**src/rtl/mult_pkg.sv**
```systemverilog
// Shared definitions for the shift-and-add multiplier: controller state
// encoding and default operand sizing.
package mult_pkg;

    localparam int DEFAULT_WIDTH = 8;
    localparam int DEFAULT_CNT_W = 4;

    // Encoding is fixed so external checkers can decode the state vector.
    typedef enum logic [1:0] {
        S_IDLE = 2'd0,
        S_CALC = 2'd1,
        S_DONE = 2'd2
    } state_t;

endpackage

```
**src/rtl/somador_nbits.sv**
```systemverilog
// Purely combinational WIDTH-bit ripple-carry adder.
// It is built from a chain of 1-bit full adders.
module somador_nbits #(
    parameter int WIDTH = 8
) (
    input  logic [WIDTH-1:0] x,
    input  logic [WIDTH-1:0] y,
    input  logic             cin,
    output logic [WIDTH-1:0] sum,
    output logic             cout
);

    logic [WIDTH:0] c;

    assign c[0] = cin;

    for (genvar i = 0; i < WIDTH; i++) begin : g_fa
        assign sum[i]   = x[i] ^ y[i] ^ c[i];
        assign c[i+1]   = (x[i] & y[i]) | (c[i] & (x[i] ^ y[i]));
    end

    assign cout = c[WIDTH];

endmodule

```
**src/rtl/mult_shift_add_8bits.sv**
```systemverilog
// Sequential unsigned shift-and-add multiplier: one adder pass per clock,
// WIDTH iterations per product, with a start/busy/done handshake.
module mult_shift_add_8bits
    import mult_pkg::*;
#(
    parameter int WIDTH = DEFAULT_WIDTH,
    parameter int CNT_W = DEFAULT_CNT_W
) (
    input  logic               clk,
    input  logic               rst,
    input  logic               start,
    input  logic [WIDTH-1:0]   a,
    input  logic [WIDTH-1:0]   b,
    output logic               busy,
    output logic               done,
    output logic [2*WIDTH-1:0] product
);

    // Handshake: start is sampled only while idle (busy=0); the edge that
    // sees start=1 in IDLE accepts a/b. done is a one-cycle pulse marking
    // product valid; product then holds until the next accepted operation.

    state_t state;
    state_t state_nxt;

    logic [WIDTH-1:0] mcand;
    logic [WIDTH-1:0] acc_hi;
    logic [WIDTH-1:0] acc_lo;
    logic [CNT_W-1:0] cnt;
    logic [2*WIDTH-1:0] product_r;

    logic [WIDTH-1:0] addend;
    logic [WIDTH-1:0] sum;
    logic             cout;
    logic             last_iter;

    assign addend    = acc_lo[0] ? mcand : '0;
    assign last_iter = (cnt == CNT_W'(WIDTH - 1));

    somador_nbits #(
        .WIDTH (WIDTH)
    ) u_somador (
        .x    (acc_hi),
        .y    (addend),
        .cin  (1'b0),
        .sum  (sum),
        .cout (cout)
    );

    always_ff @(posedge clk or posedge rst) begin
        if (rst) begin
            state <= S_IDLE;
        end else begin
            state <= state_nxt;
        end
    end

    always_comb begin
        state_nxt = state;
        case (state)
            S_IDLE:  if (start) state_nxt = S_CALC;
            S_CALC:  if (last_iter) state_nxt = S_DONE;
            S_DONE:  state_nxt = S_IDLE;
            default: state_nxt = S_IDLE;
        endcase
    end

    // The adder carry becomes the MSB of the right-shifted accumulator,
    // so no bit of the partial sum is ever dropped.
    always_ff @(posedge clk or posedge rst) begin
        if (rst) begin
            mcand     <= '0;
            acc_hi    <= '0;
            acc_lo    <= '0;
            cnt       <= '0;
            product_r <= '0;
        end else begin
            case (state)
                S_IDLE: begin
                    if (start) begin
                        mcand  <= a;
                        acc_hi <= '0;
                        acc_lo <= b;
                        cnt    <= '0;
                    end
                end
                S_CALC: begin
                    acc_hi <= {cout, sum[WIDTH-1:1]};
                    acc_lo <= {sum[0], acc_lo[WIDTH-1:1]};
                    cnt    <= cnt + CNT_W'(1);
                    if (last_iter) begin
                        product_r <= {cout, sum, acc_lo[WIDTH-1:1]};
                    end
                end
                default: begin
                end
            endcase
        end
    end

    assign busy    = (state != S_IDLE);
    assign done    = (state == S_DONE);
    assign product = product_r;

endmodule

```
**config.mk**
```make
export PLATFORM = sky130hd
export DESIGN_NAME = mult_shift_add_8bits
export DESIGN_NICKNAME = d
export VERILOG_FILES = /design/src/rtl/mult_pkg.sv /design/src/rtl/somador_nbits.sv /design/src/rtl/mult_shift_add_8bits.sv
export SDC_FILE = /design/constraint.sdc
export NUM_CORES = 1
export LEC_CHECK = 0
export CAP_MARGIN = 20
export CORE_UTILIZATION = 25
export DETAILED_ROUTE_END_ITERATION = 16
export PLACE_DENSITY = 0.53
export SYNTH_ARGS = -nofsm -noshare
export SYNTH_HDL_FRONTEND = slang
export SYNTH_SLANG_ARGS = --single-unit
```
**constraint.sdc**
```tcl
create_clock -name clk -period 4.74 [get_ports clk]
set_input_delay 0.948 -clock clk [delete_from_list [all_inputs] [get_ports clk]]
set_output_delay 0.948 -clock clk [all_outputs]
set_load 0.01 [all_outputs]
```
* Yosys cells after proc, flatten, opt, wreduce, memory -nomap -nowiden
Index checks and enable logic that the tools add are counted.
** Storage, ports and cells
- Memories :: 0
- Bits of input ports :: 19
- Bits in writable memories :: 0
- Output and inout bits :: 18
- Bits in latches :: 0
- Register bits after elaboration :: 46
- ROM bits :: 0
** Operators by class
- Multiplexer cells :: 10
- Eq/ne operators :: 5
- Div/mod/pow operators :: 0
- $mul :: 0
- $lt $le $gt $ge :: 0
- Reductions and logical operators :: 7
- Bitwise logic cells :: 37
- Shifts and indexed selects :: 0
- $add $sub $neg :: 1
** Operators by type and width (number)
- 8-bit case mux with 2 select lines :: 2
- 8-bit 2-to-1 mux :: 3
- 1-bit AND :: 15
- 1-bit XOR :: 15
- 4-bit case mux with 2 select lines :: 1
- 2-bit AND reduction :: 4
- 1-bit bitwise OR :: 7
- 4-bit by 1-bit adder with 4-bit output (second input constant) :: 1
- 4-bit by 3-bit == test with 1-bit output (second input constant) :: 1
- 2-bit 2-to-1 mux :: 2
- 4-bit 2-to-1 mux :: 1
- 2-bit != test (second input constant) :: 2
- 2-bit case mux with 2 select lines :: 1
- 2-bit nonzero test :: 2
- 2-bit by 1-bit == test with 1-bit output (second input constant) :: 1
- 2-bit == test (second input constant) :: 1
- 2-bit logical NOT :: 1

* Depth between registers and ports, before layout
- Depth in word-level cells :: 17
- Gate-level depth with buffers :: 16
- Depth with buffers taken out :: 15

* Cells and area by module
Synthesis repeated with hierarchy kept, for this count alone.
** Unflattened totals
- Cell total of the unflattened synthesis :: 193
- Area, all modules :: 2154.6 um^2
** Modules (own cells, without submodules)
- mult_shift_add_8bits :: times used 1, cells an instance 175, area each 1956.9 um^2, sequential area each 1151.1 um^2
- somador_nbits :: times used 1, cells an instance 18, area each 197.7 um^2, sequential area each 0.0 um^2

* Least setup slack after synthesis
OpenSTA, ideal clock, no wires.
- Path type :: register to register
- Start point :: register acc_lo[0]
- End point :: register acc_hi[6]
- Cell stages (with the launch flop) :: 17
- Required time :: 4.609 ns
- Setup slack :: 1.267 ns
- Path buffers :: 1
- Arrival time :: 3.342 ns
- Cells stage by stage :: dfrtp_1 -> clkbuf_1 -> and2_1 -> ha_1 -> inv_1 -> fa_1 -> fa_1 -> inv_1 -> fa_1 -> inv_1 -> fa_1 -> inv_1 -> fa_1 -> inv_1 -> fa_1 -> fa_1 -> o21ai_0
** On the way
- Cells in the longest elaborated chain, start to end :: 16
- Elaborated cells on any way between the ends :: 29
- Classes of those cells :: mux (2); bitwise (27)
** Ends and longest elaborated chain
- start: declaration :: RTL line mult_shift_add_8bits.sv:28 : logic [WIDTH-1:0] acc_lo;
- start signal: assignment :: RTL line mult_shift_add_8bits.sv:89 : acc_lo <= {sum[0], acc_lo[WIDTH-1:1]};
- 8-bit 2-to-1 mux (*) :: RTL line mult_shift_add_8bits.sv:37 : assign addend = acc_lo[0] ? mcand : '0;
- 1-bit AND / 1-bit XOR (equally long branches) :: RTL line somador_nbits.sv:19 : assign c[i+1] = (x[i] & y[i]) | (c[i] & (x[i] ^ y[i]));
- 1-bit AND :: RTL line somador_nbits.sv:19
- 1-bit bitwise OR :: RTL line somador_nbits.sv:19
- 1-bit AND :: RTL line somador_nbits.sv:19
- 1-bit bitwise OR :: RTL line somador_nbits.sv:19
- 1-bit AND :: RTL line somador_nbits.sv:19
- 1-bit bitwise OR :: RTL line somador_nbits.sv:19
- 1-bit AND :: RTL line somador_nbits.sv:19
- 1-bit bitwise OR :: RTL line somador_nbits.sv:19
- 1-bit AND :: RTL line somador_nbits.sv:19
- 1-bit bitwise OR :: RTL line somador_nbits.sv:19
- 1-bit AND :: RTL line somador_nbits.sv:19
- 1-bit bitwise OR :: RTL line somador_nbits.sv:19
- 1-bit XOR (*) :: RTL line somador_nbits.sv:18 : assign sum[i] = x[i] ^ y[i] ^ c[i];
- 8-bit case mux with 2 select lines (*) :: RTL line mult_shift_add_8bits.sv:78 : case (state)
- end signal: assignment :: RTL line mult_shift_add_8bits.sv:88 : acc_hi <= {cout, sum[WIDTH-1:1]};
- end: declaration :: RTL line mult_shift_add_8bits.sv:27 : logic [WIDTH-1:0] acc_hi;
Mark *: on every way between the ends. The rest lies on a longest branch, timed or not.
A chain may end at the register's enable or synchronous reset.

* Worst setup path in the final report
Same ends and word-level chain as after synthesis.

==> impl_metrics.tcl <==
set metrics [dict create \
    path_clk_slew_ps 80 \
    period_share_pct 75.9 \
    postCtsSetupBuffers 0 \
    end_kind "register" \
    p_clk_share_pct 14.2 \
    drt_pass1_iterations 10 \
    max_stage_delay_ps 500 \
    leakage_nw 1.13 \
    die_area_um2 8790 \
    cts.sinks 46 \
    maxSlewHeadroom_pct 28.9 \
    failed_checks "DRC" \
    cts_root_buf "clkbuf_8" \
    nNetsFinal 255 \
    internal_power_w 0.00108 \
    min_path_type "reg -> reg" \
    layout-drive-gt1-share_pct 10.5 \
    grt_pass1_vias 1455 \
    place_ws_ps 1100 \
    drt_iter0_markers 41 \
    setup_slack_ps 1140 \
    crit_slowest_cell "fa_1" \
    final_antenna_net_count 0 \
    wl_per_cell_um 13.0 \
    cts_tree "yes" \
    place_congestion 0.750 \
    utilization_pct 32.4 \
    vias 1412 \
    p_sw_w 0.000646 \
    die_w_um 93.8 \
    coreArea_um2 8180 \
    cp_cell_sequence "and2_1, ha_1, inv_1, fa_1, fa_1, inv_1, fa_1, inv_1, fa_1, inv_1, fa_1, inv_1, fa_1, fa_1, o21ai_0" \
    crit_top_cell "fa_1" \
    synth_ff_type "dfrtp_1" \
    num_rows 33 \
    avgViaCountPerCell 4.24 \
    clock-skew-final_ps 4.05 \
    grtUsageTotal_pct 10.9 \
    setup_tns_ps 0 \
    fmax_ghz 0.278 \
    io_pins 37 \
    yosysSeqAreaShare_pct 54.7 \
    outcome "finished, violations left" \
    start_util_pct 25.7 \
    ys_warn_count 0 \
    p_per_area_nw_per_um2 653 \
    grt_max_degree 47 \
    antenna_found_initial 0 \
    worstPathMaxFanout 9 \
    pwr-share-seq_pct 40.7 \
    arrival_ps 3730 \
    finalSetupViolations 0 \
    finalHoldViolations 0 \
    cts_buffers 5 \
    startpoint_type "register" \
    tightest_slew_ps 1060 \
    ys_types 30 \
    area_delta_synth_final_pct 25.7 \
    crit_type "reg -> reg" \
    finalWirelength_um 4340 \
    dp_hpwl_um 2840 \
    postCtsResizedCells 0 \
    clock_latency_ps 290 \
    grt_pass1_wl_um 7300 \
    clock_path_buffers 2 \
    synth_enable_flop_cells 0 \
    switching_share_pct 37.4 \
    required_ps 4870 \
    dp_cells 324 \
    overflow 0 \
    min_period_ps 3600 \
    synth_cells 193 \
    htreeDepth 2 \
    rsz0062_at_grt "no" \
    ir_worst_vdd_v 0.000200 \
    n_antenna_cell 0 \
    drv_slew 0 \
    synth.cell_area_um2 2100 \
    maxCapViolations 0 \
    combPwrFrac_pct 45.1 \
    io_buffers 36 \
    fin_cells 333 \
    drc 2 \
    async_flop_share_pct 100 \
    die_y_um 93.8 \
    synth.avg_cell_area_um2 10.9 \
    syn_nets 221 \
    holdBufCountCts 0 \
    power_w 0.00173 \
    synth-seq-cells 46 \
]
[flip-flops by register name (all words and copies together), names as in the netlist]
signal and flops:
state 2, acc_hi 8, acc_lo 8, mcand 8
product 16, cnt 4
[area by class of cell]
class / count / area, um2
fillers: 866 / 5530
flip-flops and latches: 46 / 1150
multi-input cells: 119 / 821
repair buffers: 38 / 388
well taps: 105 / 131
clock buffers: 7 / 86.3
inverters: 17 / 63.8
clock inverters: 1 / 5.00
[power by group through the flow]
| stage | clock, W | combinational, W | sequential, W |
|---|---|---|---|
| 4_1_cts | 0.000258 | 0.000798 | 0.000707 |
| 3_3_place_gp | 0 | 0.000783 | 0.000711 |
| 5_1_grt | 0.000275 | 0.000886 | 0.000732 |
| 6_report | 0.000246 | 0.000779 | 0.000703 |
| 2_1_floorplan | 0 | 0.000517 | 0.000708 |
| 3_5_place_dp | 0 | 0.000796 | 0.000714 |
[synth_stat cells, types with 2 or more instances]
master	number	area share, %
dfrtp_1	46	55
nand2_1	38	6.8
inv_1	17	3.0
nand3_1	9	2.1
o21ai_0	8	1.9
fa_1	7	6.7
mux2_2	7	3.7
mux2i_1	7	3.3
nor2_1	7	1.2
nor3_1	7	1.7
o22ai_1	7	2.1
clkbuf_1	6	1.1
and2_1	3	0.89
buf_2	3	0.71
mux2_4	3	2.1
a21oi_1	2	0.48
ha_1	2	1.2
o31ai_1	2	0.71
[cells by family after synthesis]
kind of cell / Yosys count / share of synthesized area (%)
compound gates: 21 / 5.89
fa+ha+maj: 9 / 7.85
buf+inv: 28 / 6.30
flops: 46 / 54.7
mux: 17 / 9.22
simple gates: 72 / 16.1
[per-layer routing]
layer	routed length, um	vias up	global-route usage (%)
li1	-	695	-
met3	188	5	3.07
met1	2140	687	14.5
met2	1970	25	17.2
met5	0	-	0
met4	51	0	3.46
[per-stage QoR]
step           hold WS (ps)  instance area, um2
2_1_floorplan           438                2100
3_3_place_gp            461                2530
3_5_place_dp            459                2530
4_1_cts                 480                2630
5_1_grt                 517                2650
6_report                474                2650
[critical path, delay by kind of cell (launching register included)]
family,cells,cell delay (ps)
buf+inv,5,300
fa+ha+maj,8,2400
simple gates,1,170
flops,1,490
compound gates,1,90
[cell usage in the layout, fill, tap and decap left out, drive strengths merged, types with 2 or more instances in the layout]
cell,instances
nor3,8
dfrtp,46
nor2,7
o21ai,8
mux2,10
a21oi,2
o22ai,7
nand3,9
ha,2
o31ai,2
and2,3
fa,7
buf,2
mux2i,7
clkbuf,7
nand2,38
inv,17
clkdlybuf4s50,36
[worst paths after layout]
path / start / endpoint / slack, ps / cells after the start
min: mcand[0] / mcand[0] / 470 / 2
max in group asynchronous: rst / product[5] / 3350 / 3
min reg2reg: mcand[0] / mcand[0] / 470 / 2
max: acc_lo[0] / acc_hi[6] / 1140 / 15
max reg2reg: acc_lo[0] / acc_hi[6] / 1140 / 15
min in group asynchronous: rst / product[1] / 910 / 2
Note: power is estimated with default switching activity, not from simulation.
